**config.mk**
```make
export PLATFORM = sky130hd
export DESIGN_NAME = mem_stage
export DESIGN_NICKNAME = d
export VERILOG_FILES = /design/src/rtl/mem_stage.sv
export SDC_FILE = /design/constraint.sdc
export NUM_CORES = 1
export LEC_CHECK = 0
export ABC_AREA = 1
export ABC_CLOCK_PERIOD_IN_PS = 5700
export CAP_MARGIN = 25
export CORE_ASPECT_RATIO = 1.2
export CORE_UTILIZATION = 60
export CTS_BUF_LIST = sky130_fd_sc_hd__clkbuf_4 sky130_fd_sc_hd__clkbuf_8 sky130_fd_sc_hd__clkbuf_16
export DETAILED_ROUTE_END_ITERATION = 12
export DONT_BUFFER_PORTS = 1
export HOLD_SLACK_MARGIN = 0.12
export PLACE_DENSITY = 0.72
export SETUP_SLACK_MARGIN = 0.4
export SLEW_MARGIN = 20
export SYNTH_ARGS = -nofsm -noshare
export SYNTH_HDL_FRONTEND = slang
export SYNTH_SLANG_ARGS = --single-unit
```
**constraint.sdc**
```tcl
create_clock -name clk -period 5.7 [get_ports clk]
set_input_delay 1.14 -clock clk [delete_from_list [all_inputs] [get_ports clk]]
set_output_delay 1.14 -clock clk [all_outputs]
set_load 0.01 [all_outputs]
```
**src/rtl/mem_stage.sv**
```systemverilog
// Memory-access stage: registers execute results and runs loads/stores
// over a single-outstanding req/ack bus guarded by a watchdog.
module mem_stage #(
    parameter int unsigned TIMEOUT_CYCLES = 255
) (
    input  logic        clk,
    input  logic        rst,
    input  logic        i_valid,
    input  logic [7:0]  i_aluop,
    input  logic        i_wreg,
    input  logic [4:0]  i_wreg_addr,
    input  logic [31:0] i_wreg_data,
    input  logic [31:0] i_mem_addr,
    input  logic [31:0] i_store_data,
    output logic        o_stall_req,
    output logic        o_bus_req,
    output logic        o_bus_we,
    output logic [31:0] o_bus_addr,
    output logic [3:0]  o_bus_sel,
    output logic [31:0] o_bus_wdata,
    input  logic        i_bus_ack,
    input  logic [31:0] i_bus_rdata,
    output logic        o_valid,
    output logic        o_wreg,
    output logic [4:0]  o_wreg_addr,
    output logic [31:0] o_wreg_data,
    output logic        o_misalign,
    output logic        o_bus_err
);

    localparam int CW = (TIMEOUT_CYCLES < 2) ? 1 : $clog2(TIMEOUT_CYCLES + 1);
    localparam logic [CW-1:0] CNT_LAST = CW'(TIMEOUT_CYCLES - 1);

    localparam logic [1:0] SZ_B = 2'd0;
    localparam logic [1:0] SZ_H = 2'd1;
    localparam logic [1:0] SZ_W = 2'd2;

    typedef enum logic {IDLE, BUS} state_t;

    state_t        state_q, state_d;
    logic [CW-1:0] cnt_q, cnt_d;
    logic          store_q, store_d;
    logic          uns_q, uns_d;
    logic [1:0]    sz_q, sz_d;
    logic [1:0]    lane_q, lane_d;
    logic          lwreg_q, lwreg_d;
    logic [31:0]   baddr_q, baddr_d;
    logic [3:0]    sel_q, sel_d;
    logic [31:0]   bwdata_q, bwdata_d;
    logic          valid_q, valid_d;
    logic          wreg_q, wreg_d;
    logic [4:0]    waddr_q, waddr_d;
    logic [31:0]   wdata_q, wdata_d;
    logic          mis_q, mis_d;
    logic          err_q, err_d;

    logic          is_mem, is_store, is_uns, misal;
    logic [1:0]    sz;
    logic [3:0]    sel;
    logic [31:0]   swdata;
    logic [7:0]    rbyte;
    logic [15:0]   rhalf;
    logic [31:0]   ldata;

    always_comb begin
        is_mem   = 1'b1;
        is_store = 1'b0;
        is_uns   = 1'b0;
        sz       = SZ_W;
        case (i_aluop)
            8'hE0: sz = SZ_B;
            8'hE1: sz = SZ_H;
            8'hE3: sz = SZ_W;
            8'hE4: begin sz = SZ_B; is_uns = 1'b1; end
            8'hE5: begin sz = SZ_H; is_uns = 1'b1; end
            8'hE8: begin sz = SZ_B; is_store = 1'b1; end
            8'hE9: begin sz = SZ_H; is_store = 1'b1; end
            8'hEB: begin sz = SZ_W; is_store = 1'b1; end
            default: is_mem = 1'b0;
        endcase
    end

    always_comb begin
        misal  = 1'b0;
        sel    = 4'b1111;
        swdata = i_store_data;
        case (sz)
            SZ_B: begin
                sel    = 4'b1000 >> i_mem_addr[1:0];
                swdata = {4{i_store_data[7:0]}};
            end
            SZ_H: begin
                misal  = i_mem_addr[0];
                sel    = i_mem_addr[1] ? 4'b0011 : 4'b1100;
                swdata = {2{i_store_data[15:0]}};
            end
            default: misal = |i_mem_addr[1:0];
        endcase
    end

    // Big-endian lanes: byte offset 0 lives in bits 31:24.
    always_comb begin
        rbyte = i_bus_rdata[31:24];
        case (lane_q)
            2'd1: rbyte = i_bus_rdata[23:16];
            2'd2: rbyte = i_bus_rdata[15:8];
            2'd3: rbyte = i_bus_rdata[7:0];
            default: rbyte = i_bus_rdata[31:24];
        endcase
        rhalf = lane_q[1] ? i_bus_rdata[15:0] : i_bus_rdata[31:16];
        case (sz_q)
            SZ_B: ldata = uns_q ? {24'd0, rbyte} : {{24{rbyte[7]}}, rbyte};
            SZ_H: ldata = uns_q ? {16'd0, rhalf} : {{16{rhalf[15]}}, rhalf};
            default: ldata = i_bus_rdata;
        endcase
    end

    always_comb begin
        state_d  = state_q;
        cnt_d    = cnt_q;
        store_d  = store_q;
        uns_d    = uns_q;
        sz_d     = sz_q;
        lane_d   = lane_q;
        lwreg_d  = lwreg_q;
        baddr_d  = baddr_q;
        sel_d    = sel_q;
        bwdata_d = bwdata_q;
        valid_d  = 1'b0;
        wreg_d   = 1'b0;
        waddr_d  = waddr_q;
        wdata_d  = wdata_q;
        mis_d    = 1'b0;
        err_d    = 1'b0;
        case (state_q)
            IDLE: begin
                if (i_valid && !is_mem) begin
                    valid_d = 1'b1;
                    wreg_d  = i_wreg;
                    waddr_d = i_wreg_addr;
                    wdata_d = i_wreg_data;
                end else if (i_valid && misal) begin
                    valid_d = 1'b1;
                    mis_d   = 1'b1;
                    waddr_d = i_wreg_addr;
                    wdata_d = 32'd0;
                end else if (i_valid) begin
                    state_d  = BUS;
                    cnt_d    = '0;
                    store_d  = is_store;
                    uns_d    = is_uns;
                    sz_d     = sz;
                    lane_d   = i_mem_addr[1:0];
                    lwreg_d  = i_wreg;
                    waddr_d  = i_wreg_addr;
                    baddr_d  = {i_mem_addr[31:2], 2'b00};
                    sel_d    = sel;
                    bwdata_d = swdata;
                end
            end
            BUS: begin
                if (i_bus_ack) begin
                    state_d = IDLE;
                    valid_d = 1'b1;
                    wreg_d  = !store_q && lwreg_q;
                    wdata_d = store_q ? 32'd0 : ldata;
                end else if (cnt_q == CNT_LAST) begin
                    state_d = IDLE;
                    valid_d = 1'b1;
                    err_d   = 1'b1;
                    wdata_d = 32'd0;
                end else begin
                    cnt_d = cnt_q + 1'b1;
                end
            end
            default: state_d = IDLE;
        endcase
    end

    always_ff @(posedge clk or posedge rst) begin
        if (rst) begin
            state_q  <= IDLE;
            cnt_q    <= '0;
            store_q  <= 1'b0;
            uns_q    <= 1'b0;
            sz_q     <= SZ_B;
            lane_q   <= 2'd0;
            lwreg_q  <= 1'b0;
            baddr_q  <= 32'd0;
            sel_q    <= 4'd0;
            bwdata_q <= 32'd0;
            valid_q  <= 1'b0;
            wreg_q   <= 1'b0;
            waddr_q  <= 5'd0;
            wdata_q  <= 32'd0;
            mis_q    <= 1'b0;
            err_q    <= 1'b0;
        end else begin
            state_q  <= state_d;
            cnt_q    <= cnt_d;
            store_q  <= store_d;
            uns_q    <= uns_d;
            sz_q     <= sz_d;
            lane_q   <= lane_d;
            lwreg_q  <= lwreg_d;
            baddr_q  <= baddr_d;
            sel_q    <= sel_d;
            bwdata_q <= bwdata_d;
            valid_q  <= valid_d;
            wreg_q   <= wreg_d;
            waddr_q  <= waddr_d;
            wdata_q  <= wdata_d;
            mis_q    <= mis_d;
            err_q    <= err_d;
        end
    end

    assign o_bus_req   = (state_q == BUS);
    assign o_stall_req = (state_q == BUS);
    assign o_bus_we    = (state_q == BUS) && store_q;
    assign o_bus_addr  = baddr_q;
    assign o_bus_sel   = sel_q;
    assign o_bus_wdata = bwdata_q;
    assign o_valid     = valid_q;
    assign o_wreg      = wreg_q;
    assign o_wreg_addr = waddr_q;
    assign o_wreg_data = wdata_q;
    assign o_misalign  = mis_q;
    assign o_bus_err   = err_q;

endmodule

```
==> results.md <==
- Status: finished clean
- Count of maximum capacitance violations: 0
- Cell depth of the worst min-delay path: 2
- Buffers on Ports: 0
- Static Leak: 0.00393 uW
- Total clock buffers created by CTS: 17
- Root buf cell: sky130_fd_sc_hd__clkbuf_16
- Post-route antenna net violation count: 0
- Kind of start point of the critical path: input pin
- Unrepaired setup endpoints after global routing: false
- Final setup margin: 2220 ps
- Worst vdd ir: 0.000283 V
- CTS HTree Levels: 4
- Detailed route wirelength on metal3: 2.20 mm
- Power per Cell Area: 368 mW/mm2
- Proportion of synthesized chip area in sequential cells: 0.448
- Post-synth top area cell: sky130_fd_sc_hd__dfrtp_1
- Setup TNS Final: 0 ps
- Total Die Area: 0.0119 mm2
- Post-CTS clock slew at the launch and capture registers of the worst setup and hold paths: 60 ps
- Number of setup buffers added after CTS: 0
- Number of synthesized flops with an enable pin: 0
- DR vias: 6418
- Largest cells by area after synthesis: sky130_fd_sc_hd__dfrtp_1 45%, sky130_fd_sc_hd__nand2_1 18%, sky130_fd_sc_hd__nand4_1 9.6%
- Initial Util: 0.620
- Max transition margin: 0.387
- Top-area cell type share of the netlist area: 0.448
- Number of failing hold endpoints at the final stage: 0
- Setup slack of the most critical reg-to-reg path: 2860 ps
- Kind of critical path: input pin to register
- Filler cell count: 973
- Highest routed layer: met4
- Most used flip-flop cell after synthesis: sky130_fd_sc_hd__dfrtp_1
- Worst clock skew: 6.85 ps
- Final number of setup-violating endpoints: 0
- Number of design rule violations left after detail routing: 0
- Width of the die: 99.7 um
- Clock network latency to the later pin of the worst-skew pair: 410 ps
- Crit. End Element: register
- Proportion of layout cells with a drive suffix above 1: 0.0706
- Maximum cell stage delay along the critical path: 640 ps
- N_diodes: 0
- Global-route wire length before repair: 32.1 mm
- TritonCTS clock tree: built
- Hold-fix buffers, CTS: 0
- Distinct cell type count after synthesis: 33
- Std-Cell Core Area: 0.0111 mm2
- Most numerous cell in the Yosys netlist: sky130_fd_sc_hd__nand2_1
- Instance count on the critical path: 7
- Family of cells with the greatest summed delay on the critical path: simple AND/OR/NAND/NOR gates
- Cell area after synthesis: 0.00688 mm2
- Detailed-route wire length on metal 1: 7.32 mm
- Area growth from synthesis to layout: 8.44%
- Cell occurring most often along the worst timing path: sky130_fd_sc_hd__nand3_4
- Buf/Inv on CP: 1
- Detailed-router iteration count before antenna repair: 8
- Crit-path slowest cell: sky130_fd_sc_hd__nand3_4
- Post-Place Cell Area: 0.00684 mm2
- Hold Worst Slack: 475 ps
- Post-DR wirelength/cell: 18.7 um
- Vias per cell: 5.97
- Clock sink count: 123
- Final period utilization: 0.611
- Type of the most critical hold path: register to register
- Count of nets after finishing: 1056
- Synthesized netlist cell count: 942
- Detailed Place HPWL: 14.2 mm
- Starting DRT DRC Count: 392
- Vias in the first global route: 6302
- Required time at the worst-slack endpoint: 6000 ps
- List of cells traversed by the critical path: inv_1, nand2_1, nor2_4, nand3_1, nand3_4, nand3_4, o21ai_0
- Largest net degree at the start of global routing: 81
- Global-route usage over all layers: 0.348
- Die Span Y: 119 um
- Max Transition Viols Final: 0
- Max Root-Sink Buffers: 2
- # IOs: 258
- Remaining Overflow, GRT: 0
- Share of synthesized flip-flops with an asynchronous set or reset: 1.00
- Transition at the pin with the smallest max-transition slack: 918 ps
- Top cell types by occurrence after synthesis: 333 x sky130_fd_sc_hd__nand2_1, 123 x sky130_fd_sc_hd__dfrtp_1, 105 x sky130_fd_sc_hd__nand4_1
- Critical Path AT: 3790 ps
- Warnings from Yosys: 0
- Final Wtd Congestion: 0.914
- Antenna violations before repair: 0
- Cells on worst reg2reg path: 8
- Flop and latch count out of synthesis: 123
- Post-route design area: 0.00746 mm2
- Overall routed net length: 20.1 mm
- Highest net fanout along the worst path: 59
- Metal2 WL: 9.81 mm
- Worst Setup Slack post-DPL: 1860 ps
- Peak clock frequency supported by timing: 287 MHz
- Num rows: 42
- Per-instance average area after synthesis: 7.30 um2
- Final critical delay including setup and external delays: 3480 ps
- Number of resized instances in the post-cts repair step: 0
-- registers in the layout, indices dropped and copies added (netlist names), 2 cells and up --
signal	cells
o_wreg_data	32
sz_q	2
lane_q	2
o_bus_sel	4
o_bus_addr	30
o_bus_wdata	32
o_wreg_addr	5
cnt_q	8
-- worst register-to-register path, delay by kind of cell (launching register included) --
family	cells	cell delay, ps
simple gates	4	1030
buf+inv	2	770
flops	1	650
compound gates	2	340
-- final timing paths --
path	to	startpoint
min in group asynchronous	o_bus_addr[15]	rst
max in group asynchronous	store_q	rst
hold reg to reg	lwreg_q	lwreg_q
setup / recovery	o_bus_wdata[22]	i_aluop[4]
setup reg to reg	o_wreg_data[0]	o_bus_req
hold / removal	lwreg_q	lwreg_q
-- through the flow --
step | util | cells | power, uW
5_1_grt | 0.673 | 1075 | 2860
3_3_place_gp | 0.615 | 1042 | 1610
3_5_place_dp | 0.617 | 1043 | 1630
6_report | 0.673 | 1075 | 2740
2_1_floorplan | - | 943 | 1520
4_1_cts | 0.672 | 1075 | 2750
-- cell families after synthesis --
group                      after synthesis  synth area share
adders and majority gates                2           0.00364
buffers and inverters                  147            0.0913
muxes                                    5           0.00819
other                                    1          0.000545
DFF                                    123             0.448
xor gates and xnor gates                 7           0.00891
and+or+nand+nor                        576             0.376
AOI/OAI and AO/OA                       81            0.0639
-- layout make-up --
type	count	area [um2]	share of cell area
multi-input cells	673	3180	0.427
flip-flops and latches	123	3080	0.413
clock buffers	19	453	0.0607
inverters	86	328	0.0440
well taps	154	193	0.0258
clock inverters	13	164	0.0220
repair buffers	7	60.1	0.00805
-- cells in the final DEF, fill, tap and decap left out, types with 4 or more instances in the layout --
master	n
sky130_fd_sc_hd__nand2_1	333
sky130_fd_sc_hd__dfrtp_1	123
sky130_fd_sc_hd__nand4_1	105
sky130_fd_sc_hd__inv_1	81
sky130_fd_sc_hd__nor2_1	73
sky130_fd_sc_hd__nand3_1	46
sky130_fd_sc_hd__a21oi_1	29
sky130_fd_sc_hd__o21ai_0	23
sky130_fd_sc_hd__o21ai_1	17
sky130_fd_sc_hd__clkbuf_16	17
sky130_fd_sc_hd__o211ai_1	9
sky130_fd_sc_hd__buf_4	6
sky130_fd_sc_hd__nand3_2	5
sky130_fd_sc_hd__mux2_2	5
sky130_fd_sc_hd__inv_2	4
sky130_fd_sc_hd__inv_6	4
sky130_fd_sc_hd__xor2_1	4
-- routing by layer --
| metal | vias to the layer above | GRT usage |
|---|---|---|
| li1 | 3013 | - |
| met1 | 3004 | 0.409 |
| met2 | 348 | 0.560 |
| met3 | 53 | 0.117 |
| met4 | 0 | 0.182 |
| met5 | - | 0 |
-- power breakdown --
part | internal [uW] | leakage [uW] | switching, uW
logic | 130 | 0.00210 | 269
clock network | 714 | 0.000300 | 408
registers | 1020 | 0.00153 | 201
total | 1860 | 0.00393 | 878
Power figures use the tool's default switching activity.
